--- src/rtl/pop_scan_sequencer.sv ---
// pop_scan_sequencer: Ramsey free-precession scan driver for the POP timing core.
// Counts complete pump cycles per scan point, then bumps the free-precession interval.
module pop_scan_sequencer #(
    parameter int WIDTH           = 16,
    parameter int CYCLES_PER_STEP = 100,
    parameter int NUM_STEPS       = 50,
    parameter int STEP_PULSE_LEN  = 4,
    parameter int TIMEOUT_WIDTH   = 20
) (
    input  logic             clk_2M5,
    input  logic             reset,
    input  logic             start,
    input  logic             abort,
    input  logic             pump,
    output logic             load_defaults,
    output logic             freeprecess_plus,
    output logic             scan_active,
    output logic             cycle_strobe,
    output logic [WIDTH-1:0] step_index,
    output logic [WIDTH-1:0] cycle_index,
    output logic             done,
    output logic             timeout_err
);
    typedef enum logic [2:0] {S_IDLE, S_LOAD, S_SYNC, S_RUN, S_STEP, S_DONE} state_t;

    localparam logic [WIDTH-1:0] LAST_CYCLE = WIDTH'(CYCLES_PER_STEP - 1);
    localparam logic [WIDTH-1:0] LAST_STEP  = WIDTH'(NUM_STEPS - 1);
    localparam logic [WIDTH-1:0] PULSE_LEN  = WIDTH'(STEP_PULSE_LEN);
    localparam logic [WIDTH-1:0] STEP_END   = WIDTH'(2 * STEP_PULSE_LEN - 1);
    localparam logic [WIDTH-1:0] LOAD_END   = WIDTH'(1);

    state_t                   r_state, w_next;
    logic                     r_pump_q, r_pump_q2, r_strobe, r_timeout_err;
    logic [WIDTH-1:0]         r_step, r_cycle, r_cnt;
    logic [TIMEOUT_WIDTH-1:0] r_wd, w_wd_inc;
    logic                     w_edge, w_watch, w_timeout, w_start, w_step_adv;

    assign w_edge     = r_pump_q & ~r_pump_q2;
    assign w_watch    = (r_state == S_SYNC) || (r_state == S_RUN);
    assign w_wd_inc   = r_wd + 1'b1;
    // Fire as the watchdog reaches all-ones, so the scan never sits on a saturated count.
    assign w_timeout  = w_watch && !w_edge && (&w_wd_inc);
    assign w_start    = (r_state == S_IDLE || r_state == S_DONE) && w_next == S_LOAD;
    assign w_step_adv = r_state == S_STEP && w_next == S_SYNC;

    always_ff @(posedge clk_2M5 or negedge reset) begin
        if (!reset) r_state <= S_IDLE;
        else        r_state <= w_next;
    end

    always_comb begin
        w_next = r_state;
        if (abort || w_timeout) w_next = S_IDLE;
        else begin
            case (r_state)
                S_IDLE, S_DONE: w_next = start ? S_LOAD : r_state;
                S_LOAD:         w_next = (r_cnt == LOAD_END) ? S_SYNC : S_LOAD;
                S_SYNC:         w_next = w_edge ? S_RUN : S_SYNC;
                S_RUN:          w_next = (w_edge && r_cycle == LAST_CYCLE) ? S_STEP : S_RUN;
                S_STEP:         w_next = (r_step == LAST_STEP) ? S_DONE :
                                         (r_cnt == STEP_END) ? S_SYNC : S_STEP;
                default:        w_next = S_IDLE;
            endcase
        end
    end

    // cycle_index advances the clock after its strobe so the logger sees 0..N-1 alongside each pulse.
    always_ff @(posedge clk_2M5 or negedge reset) begin
        if (!reset) begin
            r_pump_q      <= 1'b0;
            r_pump_q2     <= 1'b0;
            r_strobe      <= 1'b0;
            r_timeout_err <= 1'b0;
            r_cnt         <= '0;
            r_wd          <= '0;
            r_step        <= '0;
            r_cycle       <= '0;
        end else begin
            r_pump_q      <= pump;
            r_pump_q2     <= r_pump_q;
            r_strobe      <= !abort && r_state == S_RUN && w_edge;
            r_timeout_err <= (w_timeout && !abort) ? 1'b1 : w_start ? 1'b0 : r_timeout_err;
            r_cnt         <= (w_next == r_state && (r_state == S_LOAD || r_state == S_STEP)) ?
                             r_cnt + 1'b1 : '0;
            r_wd          <= (w_watch && !w_edge) ? w_wd_inc : '0;
            r_step        <= (w_next == S_IDLE || w_start) ? '0 :
                             w_step_adv ? r_step + 1'b1 : r_step;
            r_cycle       <= (w_next == S_IDLE || w_start || w_step_adv) ? '0 :
                             (r_strobe && r_state == S_RUN) ? r_cycle + 1'b1 : r_cycle;
        end
    end

    assign load_defaults    = r_state == S_LOAD;
    assign freeprecess_plus = r_state == S_STEP && r_step != LAST_STEP && r_cnt < PULSE_LEN;
    assign scan_active      = r_state inside {S_LOAD, S_SYNC, S_RUN, S_STEP};
    assign cycle_strobe     = r_strobe;
    assign step_index       = r_step;
    assign cycle_index      = r_cycle;
    assign done             = r_state == S_DONE;
    assign timeout_err      = r_timeout_err;
endmodule
--- config.mk ---
export PLATFORM = sky130hd
export DESIGN_NAME = pop_scan_sequencer
export DESIGN_NICKNAME = d
export VERILOG_FILES = /design/src/rtl/pop_scan_sequencer.sv
export SDC_FILE = /design/constraint.sdc
export NUM_CORES = 1
export LEC_CHECK = 0
export ABC_AREA = 1
export BUFFER_PORTS_ARGS = -buffer_cell sky130_fd_sc_hd__buf_2
export CAP_MARGIN = 20
export CORE_MARGIN = 1
export CORE_UTILIZATION = 48
export CTS_CLUSTER_DIAMETER = 200
export DETAILED_ROUTE_END_ITERATION = 8
export PLACE_DENSITY = 0.69
export SETUP_SLACK_MARGIN = 0.2
export SYNTH_ARGS = -nofsm -noshare
export SYNTH_HDL_FRONTEND = slang
export SYNTH_SLANG_ARGS = --single-unit
--- constraint.sdc ---
create_clock -name clk_2M5 -period 2.1 [get_ports clk_2M5]
set_clock_uncertainty 0.15 [all_clocks]
set_input_delay 0.42 -clock clk_2M5 [delete_from_list [all_inputs] [get_ports clk_2M5]]
set_output_delay 0.42 -clock clk_2M5 [all_outputs]
set_load 0.01 [all_outputs]
==> results of run 1 <==
critical path: stages, from the launching register on:
cell and delay, ns:
dfrtp_1 0.42, buf_6 0.13, inv_4 0.04, nor2_4 0.21, nand2_2 0.12, nand2_2 0.08, nand2_2 0.05, nor2_2 0.09
nand2_1 0.06, nor2_1 0.13, nand2_1 0.12, nor2_4 0.21, nand2_4 0.11, nand4_1 0.17, nand2_4 0.14, clkbuf_16 0.20
nand3b_1 0.08, nand2_1 0.05
routing by layer:
metal / GRT usage (%) / vias to the layer above / routed length, um
met5: 0 / - / 0
met4: 9.16 / 0 / 353
met3: 4.92 / 36 / 680
met2: 47.6 / 178 / 6880
met1: 35.3 / 2364 / 5810
li1: - / 2344 / -
repair_timing:
item | in CTS | in global routing
pin swaps | 7 | 19
endpoints found under the setup margin | 56 | 57
gates resized for setup | 51 | 41
hold buffers | 1 | 0
endpoints found under the hold margin | 36 | 0
gates cloned | 2 | 3
buffers inserted | 18 | 7
cell usage in the layout, fill, tap and decap left out, drive strengths merged, types with 4 or more instances in the layout:
cell / Yosys / layout
a21oi: 13 / 13
buf: 6 / 201
clkbuf: 2 / 13
dfrtp: 75 / 75
ha: 7 / 7
inv: 72 / 71
nand2: 140 / 141
nand3: 60 / 60
nand3b: 9 / 9
nand4: 26 / 26
nor2: 116 / 117
nor3: 16 / 16
nor4: 6 / 6
o21ai: 10 / 10
o21bai: 4 / 4
xnor2: 4 / 4
xor2: 29 / 29
cell type report:
cell class / count / area share (%)
Clock buffer: 11 / 2.22
Clock inverter: 4 / 1.08
Inverter: 73 / 4.18
Multi-Input combinational cell: 446 / 38.7
Sequential cell: 75 / 27.6
Tap cell: 129 / 2.37
Timing Repair Buffer: 204 / 23.9
final timing paths:
path,start,to,depth (start not counted)
worst max-delay path,r_wd[0]$_DFF_PN0_,step_index[12]$_DFFE_PN0P_,17
worst min-delay path,pump,r_pump_q$_DFF_PN0_,1
worst max register to register,r_wd[0]$_DFF_PN0_,step_index[12]$_DFFE_PN0P_,17
worst min register to register,r_pump_q$_DFF_PN0_,r_pump_q2$_DFF_PN0_,0
max in group asynchronous,reset,r_wd[13]$_DFF_PN0_,3
min in group asynchronous,reset,cycle_index[10]$_DFFE_PN0P_,2
registers in the layout (all words and copies together) (netlist names):
signal / count
step_index: 16
timeout_err: 1
r_pump_q2: 1
r_cnt: 16
r_state: 3
cycle_strobe: 1
r_wd: 20
r_pump_q: 1
cycle_index: 16
metrics by stage:
step           util (%)  hold slack [ns]  cells  worst slack [ns]  total power [W]
6_report           73.8           0.0137    942            -0.570          0.00364
3_5_place_dp       64.7            0.232    896            -0.383          0.00209
2_1_floorplan         -          -0.0256    600            -0.169          0.00183
5_1_grt            73.8           0.0101    942            -0.660          0.00376
4_1_cts            70.9           0.0106    932            -0.331          0.00346
3_3_place_gp       64.7            0.215    896            -0.310          0.00207
report_power, final:
| part | total, W | switching, W | internal (W) |
|---|---|---|---|
| Sequential | 0.00148 | 0.0000170 | 0.00146 |
| Clock | 0.00130 | 0.000575 | 0.000728 |
| Combinational | 0.000859 | 0.000465 | 0.000395 |
kinds of logic after synthesis:
logic type,count (synthesis)
xor gates and xnor gates,33
and+or+nand+nor,376
DFF,75
buffers and inverters,81
AOI/OAI and AO/OA,28
adders and majority gates,7
==> run metrics, run 1 <==
Fin. Hold Viols=0; core footprint=9240 um^2; Mapped Nets=612; Max-Cap Viols=0; GRT Total Usage=27.7%; fillcell total=643; vias in the first global route=4796; initial antenna violation count=0; Synth top area share=around two fifths; GR Overflow Total=0; Seq/Total Area, Yosys=41.0%; final setup TNS=-27.02 ns; wire per inst=14.6 um; Starting Density=a little under 50%; ys async rst share=100%; status=complete, but fails checks; max-slew violations=0; CP arrival=2.78 ns; IO Port Bufs=42; Top FF cell, synth=dfrtp_1; Synth cell types=32; Area contributors post-synth=dfrtp_1 41%, nand2_1 11%, nor2_1 7.9%; share of layout cells above drive strength 1=38.6%; Mapped Area=about 4600 um^2; htree depth=3; Synth Area in Adders=under 10%; area grow syn2layout=49.0%; Tmin final=2.67 ns; clock root buffer=clkbuf_8; fin crit share=127%; top cells by count, synth=131 x nand2_1, 96 x nor2_1, 75 x dfrtp_1; Avg Inst Size Synth=around 7.6 um^2; HPWL Detailed=8490 um; post-synth top area cell=dfrtp_1; CTS tree=yes; combined area of the multi-input logic cells=2640 um^2; Post-synth EDFFs=0; Routed Antenna Nets=0; Mapped Cells=600; worst min path class=primary input to register; First DRT Iteration DRCs=276; mux contribution to synthesized area=0%; Worst Path Max Fanout=7; P_leak=3.20 nW; R2R setup slack=-0.57 ns; worst skew pair latency=0.36 ns; via count=a little under 5000; crit path kind=register to register; DP Area=approximately 6000 um^2; Worst setup EP type=register; final setup fails=56; GP Congestion=approximately 0.88; wirelength, routed=13700 um; largest family of logic cells by synthesized area=simple AND/OR/NAND/NOR gates; Site Rows=35; fraction of the mapped netlist area in simple logic gates=between 30% and 40%; flip-flop and latch area=1880 um^2; PD cells=534 nW/um^2; f_max=375 MHz; first-pass GRT wire length=around 22000 um; pin count of the biggest net entering global routing=40; drc violations=0; Peak VDD IR=319 uV; Die Width=around 100 um; Sink Count=75; Via density=~5.2; Design Area, Final=a little under 7000 um^2; post-route setup slack=-0.570 ns; synth warn=0; CTS Buf Count=9; Synth Area in Compound Gates=3.44%; IO Count=43; relative slew slack=50.6%; failing checks=negative setup slack; Die H=99.7 um; count leader, synth=nand2_1; WP data required=roughly 2.2 ns; Final #Nets=821; CP startpoint kind=register; #FFs+latches synth=75; ANT cells=0; drt pass-1 iters=5; Least-Margin Pin Slew=0.739 ns; RSZ-0062 raised after global routing=yes; XOR/XNOR share of the synthesized area=under 10%; CTS Buffer Depth=2; die area=a little under 10000 um^2; CTS clk-pin slew, worst paths=0.08 ns
No activity file was read; power rests on OpenSTA's default activity.
==> run 2: changes to the inputs <==
--- a/config.mk
+++ b/config.mk
@@ -17,3 +17,4 @@
 export SYNTH_ARGS = -nofsm -noshare
 export SYNTH_HDL_FRONTEND = slang
 export SYNTH_SLANG_ARGS = --single-unit
+export TNS_END_PERCENT = 10
==> run metrics, run 2 (synthesis gave the netlist of run 1 again) <==
status=complete, but fails checks; failing checks=negative setup slack; die area=9930 um^2 (unchanged); P_leak=2.99 nW (-6.7%); Routed Antenna Nets=0 (unchanged); Least-Margin Pin Slew=0.683 ns (-0.0560 ns); vias in the first global route=4515 (-5.9%); Tmin final=2.51 ns (-0.163 ns); CP arrival=2.60 ns (-0.18 ns); worst min path class=primary input to register; first-pass GRT wire length=19700 um (-10%); CTS clk-pin slew, worst paths=0.08 ns (about the same); commonest non-fill, non-tap cells in the layout=133 x buf_4, 130 x nand2_1, 94 x nor2_1, 74 x dfrtp_1, 69 x inv_1; Hold Worst Slack=0.0216 ns (+0.00793 ns); power after layout=0.00331 W (-9.2%); core footprint=9240 um^2 (unchanged); fin crit share=119% (-7.8 points); share of layout cells above drive strength 1=31.6% (-7.1 points); WP data required=2.19 ns (-0.02 ns); Max-Cap Viols=0 (unchanged); CTS tree=yes; worst skew pair latency=0.36 ns (about the same); Hold Crit Start=pump; critical path's largest stage delay=0.37 ns (-0.05 ns); Site Rows=35 (unchanged); f_max=399 MHz (+6.5%); max reg flops=20 (unchanged); Sink Count=75 (unchanged); via count=4584 (-6.9%); worst reg-to-reg path cell count=17 (unchanged); RSZ-0062 raised after global routing=yes; PD cells=524 nW/um^2 (-1.9%); cells along the critical path=ha_2 -> nand2_1 -> nor2_2 -> nand2_1 -> nand2_1 -> nand2_1 -> nor2_1 -> nand2_1 -> nor2_1 -> nand2_1 -> nor2_4 -> nand2_4 -> nand4_4 -> clkinvlp_4 -> buf_12 -> a21oi_1 -> nor2_1; Most flops, register=r_wd; Worst Hold Endpoint=r_pump_q$_DFF_PN0_; GRT Total Usage=24.7% (-3.0 points); Die H=99.7 um (unchanged); relative slew slack=54.4% (+3.7 points); HPWL Detailed=8520 um (+0.32%); max-slew violations=0 (unchanged); R2R setup slack=-0.41 ns (+0.16 ns); IO Port Bufs=42 (unchanged); CTS Buffer Depth=2 (unchanged); Die Width=99.7 um (unchanged); slowest CP cell=dfrtp_1; GP Congestion=0.889 (+1.3%); initial antenna violation count=0 (unchanged); drt pass-1 iters=4 (-1); First DRT Iteration DRCs=144 (-48%); clock root buffer=clkbuf_8; commonest non-fill, non-tap cell in the layout=buf_4; Via density=4.99 (-4.4%); crit path kind=register to register; Critical R2R Launch=r_wd[0]$_DFF_PN0_; final setup fails=51 (-8.9%); fillcell total=756 (+18%); most used cell, CP=nand2_1; pin count of the biggest net entering global routing=44 (+10%); CTS Buf Count=9 (unchanged); Worst setup EP type=register; htree depth=3 (unchanged); drc violations=0 (unchanged); GR Overflow Total=0 (unchanged); area grow syn2layout=37.9%; wire per inst=12.4 um (-15%); IO Count=43 (unchanged); Starting Density=49.5% (unchanged); ANT cells=0 (unchanged); Peak VDD IR=318 uV (-0.53%); Reg-to-Reg End=step_index[2]$_DFFE_PN0P_; Final #Nets=797 (-2.9%); post-route setup slack=-0.407 ns (+0.163 ns); Worst Path Max Fanout=9 (+2); Fin. Hold Viols=0 (unchanged); final setup TNS=-16.99 ns (+10.03 ns); wirelength, routed=11400 um (-17%); CP startpoint kind=register; Worst Hold Path Cells=1 (unchanged)
[run 2: cell count changes in the layout (fill, tap and decap cells not counted), sizes merged]
cell,change
buf,-21
nand2,-1
clkinvlp,+1
clkbuf,-3
[run 2: area by class of cell]
class / count / area [um^2] / share of cell area [%]
Sequential cell: 75 / 1880 / 29.8
Tap cell: 129 / 161 / 2.56
Clock buffer: 10 / 138 / 2.18
Multi-Input combinational cell: 445 / 2450 / 38.8
Timing Repair Buffer: 181 / 1330 / 21.1
Clock inverter: 5 / 77.6 / 1.23
Inverter: 73 / 278 / 4.40
[run 2: metrics by stage]
stage | worst slack [ns] | util (%) | cells | cell area (um^2)
after global routing | -0.551 | 68.3 | 918 | 6310
final | -0.407 | 68.3 | 918 | 6310
after CTS | -0.366 | 68.0 | 918 | 6280
after global placement | -0.317 | 64.9 | 899 | 6000
after detailed placement | -0.394 | 64.9 | 899 | 6000
after floorplan | -0.169 | - | 600 | 4600
[run 2: report_power, final]
group	internal [W]	switching [W]	total, W
logic	0.000231	0.000344	0.000575
registers	0.00146	0.0000178	0.00148
clock network	0.000691	0.000561	0.00125
[run 2: worst max-delay path by stage]
stage	from	to	slack (ns)	cells past startpoint
final	r_wd[0]$_DFF_PN0_	step_index[2]$_DFFE_PN0P_	-0.41	17
after global routing	r_wd[0]$_DFF_PN0_	step_index[2]$_DFFE_PN0P_	-0.55	17
after CTS	r_wd[0]$_DFF_PN0_	step_index[2]$_DFFE_PN0P_	-0.37	15
after detailed placement	r_wd[0]$_DFF_PN0_	step_index[3]$_DFFE_PN0P_	-0.39	16
after global placement	r_wd[3]$_DFF_PN0_	step_index[3]$_DFFE_PN0P_	-0.32	13
after floorplan	r_wd[1]$_DFF_PN0_	cycle_index[9]$_DFFE_PN0P_	-0.17	15
[run 2: what timing repair did]
| item | 4_1_cts | 5_1_grt |
|---|---|---|
| buffers inserted | 2 | 0 |
| pin swaps | 2 | 2 |
| endpoints found under the hold margin | 32 | 0 |
| resized for setup | 7 | 7 |
| hold buffers | 1 | 0 |
| gates cloned | 1 | 0 |
| endpoints found under the setup margin | 55 | 57 |
[run 2: layer usage]
metal / vias to the layer above / track usage [%] / share of wire, %
met4: 0 / 9.73 / 1.7
met1: 2195 / 32.0 / 47
met5: - / 0 / 0
met3: 21 / 3.87 / 3.5
li1: 2294 / - / -
met2: 74 / 41.6 / 48
[run 2: worst max-delay path, delay by kind of cell (launching register included)]
family	cells	cell delay [ns]
compound gates	1	0.14
fa+ha+maj	1	0.22
buf+inv	2	0.28
flops	1	0.37
simple gates	13	1.21
